==> config.mk <==
export PLATFORM = sky130hd
export DESIGN_NAME = traffic_led_ctrl
export DESIGN_NICKNAME = d
export VERILOG_FILES = /design/src/rtl/traffic_led_ctrl.sv
export SDC_FILE = /design/constraint.sdc
export NUM_CORES = 1
export LEC_CHECK = 0
export ABC_AREA = 0
export BUFFER_PORTS_ARGS = -buffer_cell sky130_fd_sc_hd__buf_2
export CELL_PAD_IN_SITES_DETAIL_PLACEMENT = 1
export CELL_PAD_IN_SITES_GLOBAL_PLACEMENT = 2
export CORE_ASPECT_RATIO = 1.75
export CORE_MARGIN = 1.5
export CORE_UTILIZATION = 36
export CTS_BUF_LIST = sky130_fd_sc_hd__clkbuf_2
export CTS_CLUSTER_DIAMETER = 80
export DETAILED_ROUTE_END_ITERATION = 12
export HOLD_SLACK_MARGIN = 0.06
export PLACE_DENSITY_LB_ADDON = 0.25
export SLEW_MARGIN = 20
export SYNTH_ARGS = -nofsm -noshare
export SYNTH_HDL_FRONTEND = slang
export SYNTH_SLANG_ARGS = --single-unit
export TNS_END_PERCENT = 10
==> constraint.sdc <==
create_clock -name sys_clk -period 1.8 [get_ports sys_clk]
set_clock_uncertainty 0.05 [all_clocks]
set_input_delay 0.18 -clock sys_clk [delete_from_list [all_inputs] [get_ports sys_clk]]
set_output_delay 0.18 -clock sys_clk [all_outputs]
set_load 0.01 [all_outputs]
==> src/rtl/traffic_led_ctrl.sv <==
`default_nettype none
// +--------------------------------------------------------------------------+
// | Module      : traffic_led_ctrl                                           |
// | Description : Per-direction traffic lamp driver. One direction group     |
// |               holds right of way and shows a single movement lamp        |
// |               (left / straight / right / yellow), either steady or       |
// |               blinking. Every other group shows red. Outputs are         |
// |               registered (1-cycle latency from command to lamp).         |
// | Revision    : 1.0 - initial release                                      |
// +--------------------------------------------------------------------------+
// | Parameters                                                               |
// |   NUM_DIR     : number of direction groups (2..8)                        |
// |   TWINKLE_CNT : clock cycles per blink half-period (2..2^24)             |
// |   DIR_W       : width of grant_dir, 2^DIR_W >= NUM_DIR                   |
// | Ports                                                                    |
// |   sys_clk     : in  system clock, rising edge                            |
// |   sys_rst_n   : in  asynchronous active-low reset                        |
// |   grant_dir   : in  [DIR_W-1:0] group holding right of way               |
// |   mov         : in  [2:0] 0 left, 1 straight, 2 right, 3 yellow,         |
// |                 4..7 invalid                                             |
// |   blink       : in  1 = granted lamp flashes, 0 = steady                 |
// |   night_mode  : in  (NIGHT_MODE_EN only) all groups blink yellow         |
// |   led         : out [5*NUM_DIR-1:0] group g at [5g+4:5g],                |
// |                 {left, straight, right, yellow, red}                     |
// |   tog         : out one-cycle pulse on every blink toggle                |
// | Configuration                                                            |
// |   NIGHT_MODE_EN : define to add the night_mode input and the             |
// |                   all-groups flashing-yellow override.                   |
// +--------------------------------------------------------------------------+

module traffic_led_ctrl #(
  parameter int NUM_DIR     = 2,
  parameter int TWINKLE_CNT = 2000,
  parameter int DIR_W       = 3
) (
  input  logic                   sys_clk,
  input  logic                   sys_rst_n,
  input  logic [DIR_W-1:0]       grant_dir,
  input  logic [2:0]             mov,
  input  logic                   blink,
`ifdef NIGHT_MODE_EN
  input  logic                   night_mode,
`endif
  output logic [5*NUM_DIR-1:0]   led,
  output logic                   tog
);

  // ------------------------------------------------------------------------
  // Constants
  // ------------------------------------------------------------------------
  // Counter holds 0..TWINKLE_CNT-1; $clog2 of TWINKLE_CNT is exactly enough
  // bits for that range (TWINKLE_CNT >= 2 so the width is at least 1).
  localparam int                 c_cnt_w    = $clog2(TWINKLE_CNT);
  localparam logic [c_cnt_w-1:0] c_cnt_last = c_cnt_w'(TWINKLE_CNT - 1);

  // Command word layout: {night, grant_dir, mov, blink}
  localparam int                 c_cmd_w    = DIR_W + 5;

  // Blink phase state encoding
  localparam logic [0:0]         c_phase_on  = 1'b1;
  localparam logic [0:0]         c_phase_off = 1'b0;

  // Lamp patterns for one group
  localparam logic [4:0]         c_lamp_red    = 5'b00001;
  localparam logic [4:0]         c_lamp_yellow = 5'b00010;
  localparam logic [4:0]         c_lamp_dark   = 5'b00000;

  localparam logic [5*NUM_DIR-1:0] c_led_rst = {NUM_DIR{c_lamp_red}};

  // ------------------------------------------------------------------------
  // Declarations
  // ------------------------------------------------------------------------
  logic                 w_night;
  logic [c_cmd_w-1:0]   w_cmd;
  logic                 w_cmd_chg;
  logic                 w_gd_bad;
  logic                 w_mov_bad;
  logic                 w_invalid;
  logic                 w_blinking;
  logic                 w_wrap;
  logic [4:0]           w_lamp;
  logic [4:0]           w_lit;

  logic [c_cnt_w-1:0]   w_cnt_nxt;
  logic [0:0]           w_phase_nxt;
  logic                 w_tog_nxt;
  logic [5*NUM_DIR-1:0] w_led_nxt;

  logic [c_cmd_w-1:0]   r_cmd;
  logic                 r_fresh;
  logic [c_cnt_w-1:0]   r_cnt;
  logic [0:0]           r_phase;
  logic [5*NUM_DIR-1:0] r_led;
  logic                 r_tog;

  // ------------------------------------------------------------------------
  // Night-mode source
  // ------------------------------------------------------------------------
`ifdef NIGHT_MODE_EN
  assign w_night = night_mode;
`else
  assign w_night = 1'b0;
`endif

  // ------------------------------------------------------------------------
  // Command decode
  // ------------------------------------------------------------------------
  // night_mode is part of the command word so that entering or leaving
  // night mode restarts the blink timing exactly like any other change.
  assign w_cmd = {w_night, grant_dir, mov, blink};

  // r_fresh makes the first command after reset count as a change even if
  // it happens to equal the cleared stored command.
  assign w_cmd_chg = r_fresh | (w_cmd != r_cmd);

  assign w_gd_bad  = ({{(32-DIR_W){1'b0}}, grant_dir} >= 32'(NUM_DIR));
  assign w_mov_bad = mov[2];

  // Night mode overrides the command, so an invalid command is irrelevant
  // while it is active.
  assign w_invalid  = ~w_night & (w_gd_bad | w_mov_bad);
  assign w_blinking = w_night | (~w_invalid & blink);

  assign w_wrap = (r_cnt == c_cnt_last);

  // ------------------------------------------------------------------------
  // Blink counter / phase next-state
  // ------------------------------------------------------------------------
  // Defaults describe the "restart" situation: counter at 0, phase ON, no
  // pulse. That covers a command change (which wins over a coincident wrap),
  // a steady lamp, and an invalid command. Only a held blinking command
  // advances the counter.
  always_comb begin
    w_cnt_nxt   = '0;
    w_phase_nxt = c_phase_on;
    w_tog_nxt   = 1'b0;
    if (!w_cmd_chg && w_blinking) begin
      if (w_wrap) begin
        w_phase_nxt = (r_phase == c_phase_on) ? c_phase_off : c_phase_on;
        w_tog_nxt   = 1'b1;
      end else begin
        w_cnt_nxt   = r_cnt + 1'b1;
        w_phase_nxt = r_phase;
      end
    end
  end

  // ------------------------------------------------------------------------
  // Lamp selection
  // ------------------------------------------------------------------------
  // Only mov[1:0] matters here; mov >= 4 is already handled as invalid.
  always_comb begin
    w_lamp = c_lamp_dark;
    if (w_night) begin
      w_lamp = c_lamp_yellow;
    end else begin
      case (mov[1:0])
        2'd0:    w_lamp = 5'b10000;
        2'd1:    w_lamp = 5'b01000;
        2'd2:    w_lamp = 5'b00100;
        default: w_lamp = 5'b00010;
      endcase
    end
  end

  // The phase used for the output is the one being registered this edge,
  // so lamp and phase always update together.
  assign w_lit = (w_phase_nxt == c_phase_on) ? w_lamp : c_lamp_dark;

  generate
    for (genvar g = 0; g < NUM_DIR; g++) begin : g_grp
      localparam logic [DIR_W-1:0] c_grp_id = DIR_W'(g);
      logic w_granted;

      assign w_granted = ~w_invalid & (grant_dir == c_grp_id);

      assign w_led_nxt[5*g +: 5] = w_night   ? w_lit :
                                   w_granted ? w_lit :
                                               c_lamp_red;
    end : g_grp
  endgenerate

  // ------------------------------------------------------------------------
  // State and output registers
  // ------------------------------------------------------------------------
  always_ff @(posedge sys_clk or negedge sys_rst_n) begin
    if (!sys_rst_n) begin
      r_cmd   <= '0;
      r_fresh <= 1'b1;
      r_cnt   <= '0;
      r_phase <= c_phase_on;
      r_led   <= c_led_rst;
      r_tog   <= 1'b0;
    end else begin
      r_cmd   <= w_cmd;
      r_fresh <= 1'b0;
      r_cnt   <= w_cnt_nxt;
      r_phase <= w_phase_nxt;
      r_led   <= w_led_nxt;
      r_tog   <= w_tog_nxt;
    end
  end

  assign led = r_led;
  assign tog = r_tog;

endmodule : traffic_led_ctrl

`default_nettype wire

==> run_results.csv <==
group,metric,value,unit
floorplan,pin_count,20,
sta,layout_min_cycle_time,1.76,ns
cts,cts_max_level,2,
detailed_routing,ant_nets,0,
global_routing,grt_pass1_wl,4.67,mm
detailed_routing,routedWlPerCell,14.5,um
sta,rsz0062_at_grt,"true",
sta,relSlewSlack,53.4,%
global_routing,grt_pass1_vias,975,
layout,regArea,781,sq um
global_routing,overflow,0,
detailed_routing,routed_wl,2.67,mm
cts,clk_path_buf_depth,2,
place,globalplace.congestion,0.753,
place,dp_worst_setup_slack,0.0462,ns
synth,syn_inst,100,
place,portBuffers,19,
layout,n_antenna_cell,0,
power_and_ir_drop,p_leak,0.724,nW
floorplan,num_rows,29,
synth,seq_area_frac_synth,58.6,%
detailed_routing,via_per_inst,4.72,
floorplan,core,3590,sq um
cts,clock_latency,0.36,ns
detailed_routing,route.detailed.drc,0,
layout,multiInputGateArea,551,sq um
setup_path,endpoint_kind,"flop",
flow_run,max_cap_viol_count,0,
floorplan,initial_core_util,37.1,%
hold_path,hold_path.class,"input pin to asynchronous set/reset pin",
floorplan,die-height,83.5,um
cts,cts_sinks,31,
layout,nFillCells,382,
sta,hold_slack,0.337,ns
synth,ys_warn_count,0,
synth,synthesis.area,1330,sq um
floorplan,die_w,49.0,um
detailed_routing,drt_first_pass_iters,4,
global_routing,antenna_found_initial,0,
layout,fin_cells,184,
sta,fin_crit_sh,97.7,%
global_routing,grt_max_degree,32,
layout,final_core_util,46.5,%
synth,ys_ff_latch,31,
cts,path_clk_slew,0.16,ns
cts,cts_tree,"built",
cts,clockRootBuffer,"clkbuf_2",
layout,layout-drive-gt1-share,43.5,%
detailed_routing,drtIter0Drc,14,
power_and_ir_drop,irDropWorstVdd,0.397,mV
setup_path,rr_worst_depth,5,
layout,fin_nets,147,
place,hpwlAfterDp,1.93,mm
sta,tightest_slew,0.698,ns
sta,clock.fmax,568,MHz
power_and_ir_drop,powerDensity,670,nW/um^2
floorplan,dieArea,4090,sq um
sta,finalMaxSlewViolations,0,
setup_path,crit_type,"input pin to flop",
setup_path,cp_max_fo,10,
synth,synthesis.nets,110,
sta,hold_violations,0,
setup_path,start_kind,"input pin",
cts,cts_made_buffers,5,
place,placed_cells,168,
setup_path,worstPathArrival,2.01,ns
sta,worst_slack,0.0408,ns
global_routing,track_usage,15.4,%
layout,areaGrowthSynthToFinish,25.4,%
setup_path,required,2.05,ns
synth,synth.distinct_cells,34,
outcome,status,"finished, final reports clean",
detailed_routing,vias,868,
sta,setup_violations,0,
synth,avgSynthCellArea,13.3,sq um
stage by stage:
stage / total power, W / TNS [ns] / area (sq um)
4_1_cts: 0.00114 / 0 / 1630
6_report: 0.00112 / 0 / 1670
2_1_floorplan: 0.000755 / 0 / 1330
5_1_grt: 0.00117 / -0.00246 / 1670
3_3_place_gp: 0.000784 / 0 / 1510
3_5_place_dp: 0.000787 / 0 / 1510
where the power goes:
part,switching (W),total (W),internal (W)
combinational,0.0000434,0.0000754,0.0000320
clock,0.000233,0.000329,0.0000955
sequential,0.00000542,0.000716,0.000711
total,0.000282,0.00112,0.000838
layer usage:
| metal | global-route usage [%] | vias to the layer above | share of wire (%) |
|---|---|---|---|
| met5 | 0 | - | 0 |
| met2 | 29.1 | 14 | 61 |
| li1 | - | 412 | - |
| met4 | 7.01 | 0 | 2.0 |
| met1 | 14.8 | 437 | 34 |
| met3 | 4.30 | 5 | 2.8 |
worst max-delay path, stage by stage:
cell           delay [ns]
dlygate4sd3_1        0.53
buf_2                0.19
xnor2_1              0.26
nand4_4              0.16
or3b_1               0.42
buf_12               0.17
nor2_2               0.09
cell families after synthesis:
group	count (synthesis)	synth area share [%]
and+or+nand+nor	48	28.0
DFF	31	58.6
xor gates and xnor gates	12	8.45
buffers and inverters	6	3.10
AOI/OAI and AO/OA	1	0.657
adders and majority gates	1	0.939
other	1	0.281
what timing repair did:
action / 4_1_cts / 5_1_grt
endpoints found under the hold margin: 41 / 0
pin swaps: 0 / 0
setup endpoints to repair: 1 / 13
resized for setup: 1 / 5
buffers inserted: 0 / 0
hold buffers: 8 / 0
cell type report:
type / count / share of cell area (%)
clock buffer: 6 / 1.80
clock inverter: 2 / 0.524
inverter: 3 / 0.674
multi-input combinational: 63 / 32.9
sequential: 31 / 46.7
tap: 46 / 3.44
timing repair buffer: 33 / 13.9
cell usage after synthesis:
library cell	count	share of area, %
nor4b_2	1	1.1
nand2b_2	1	0.66
nand4_4	1	1.6
xnor2_2	1	1.2
nor2_1	4	1.1
conb_1	1	0.28
nand4_2	1	0.94
buf_4	1	0.56
and3_1	1	0.47
nor3_2	1	0.75
dfrtp_1	27	51
or3b_1	1	0.66
buf_6	2	1.7
nand3_1	1	0.38
o31a_1	1	0.66
or3b_4	1	0.85
nand4_1	3	1.4
or3_1	1	0.47
nand3_2	1	0.75
xor2_1	5	3.3
nor2_2	10	4.7
xnor2_1	6	3.9
nor4_1	3	1.4
nor3b_1	1	0.56
nor4_4	2	3.2
nor4b_1	3	2.0
ha_1	1	0.94
nand3_4	1	1.3
nand2_1	5	1.4
or2_1	1	0.47
inv_1	3	0.85
and4_1	1	0.66
nor3_1	3	1.1
dfstp_2	4	7.9
registers in the layout, indices dropped and copies added (netlist names):
signal,count
tog,1
r_cmd,7
r_phase,1
led,10
r_fresh,1
r_cnt,11
final timing paths:
path | startpoint | endpoint | slack, ns
worst max-delay path | mov[1] | r_cnt[8] | 0.04
worst min-delay path | sys_rst_n | r_cmd[1] | 0.34
worst max register to register | r_cnt[4] | r_cnt[8] | 0.07
worst min register to register | r_cnt[10] | r_cnt[10] | 0.52
max in group asynchronous | sys_rst_n | r_cmd[0] | 0.91
min in group sys_clk | blink | r_cmd[0] | 0.42
cell usage in the layout, fill, tap and decap left out, drive strengths merged:
cell,n
dfstp,4
nand2,5
o31a,1
or3b,2
nand2b,1
nor3,4
inv,3
nor2,14
clkbuf,6
nor3b,1
and3,1
dfrtp,27
clkinv,2
xnor2,7
nor4,5
conb,1
or3,1
nand4,5
xor2,5
dlygate4sd3,8
nor4b,4
ha,1
and4,1
nand3,3
or2,1
buf,25
Note: power is estimated with default switching activity, not from simulation.
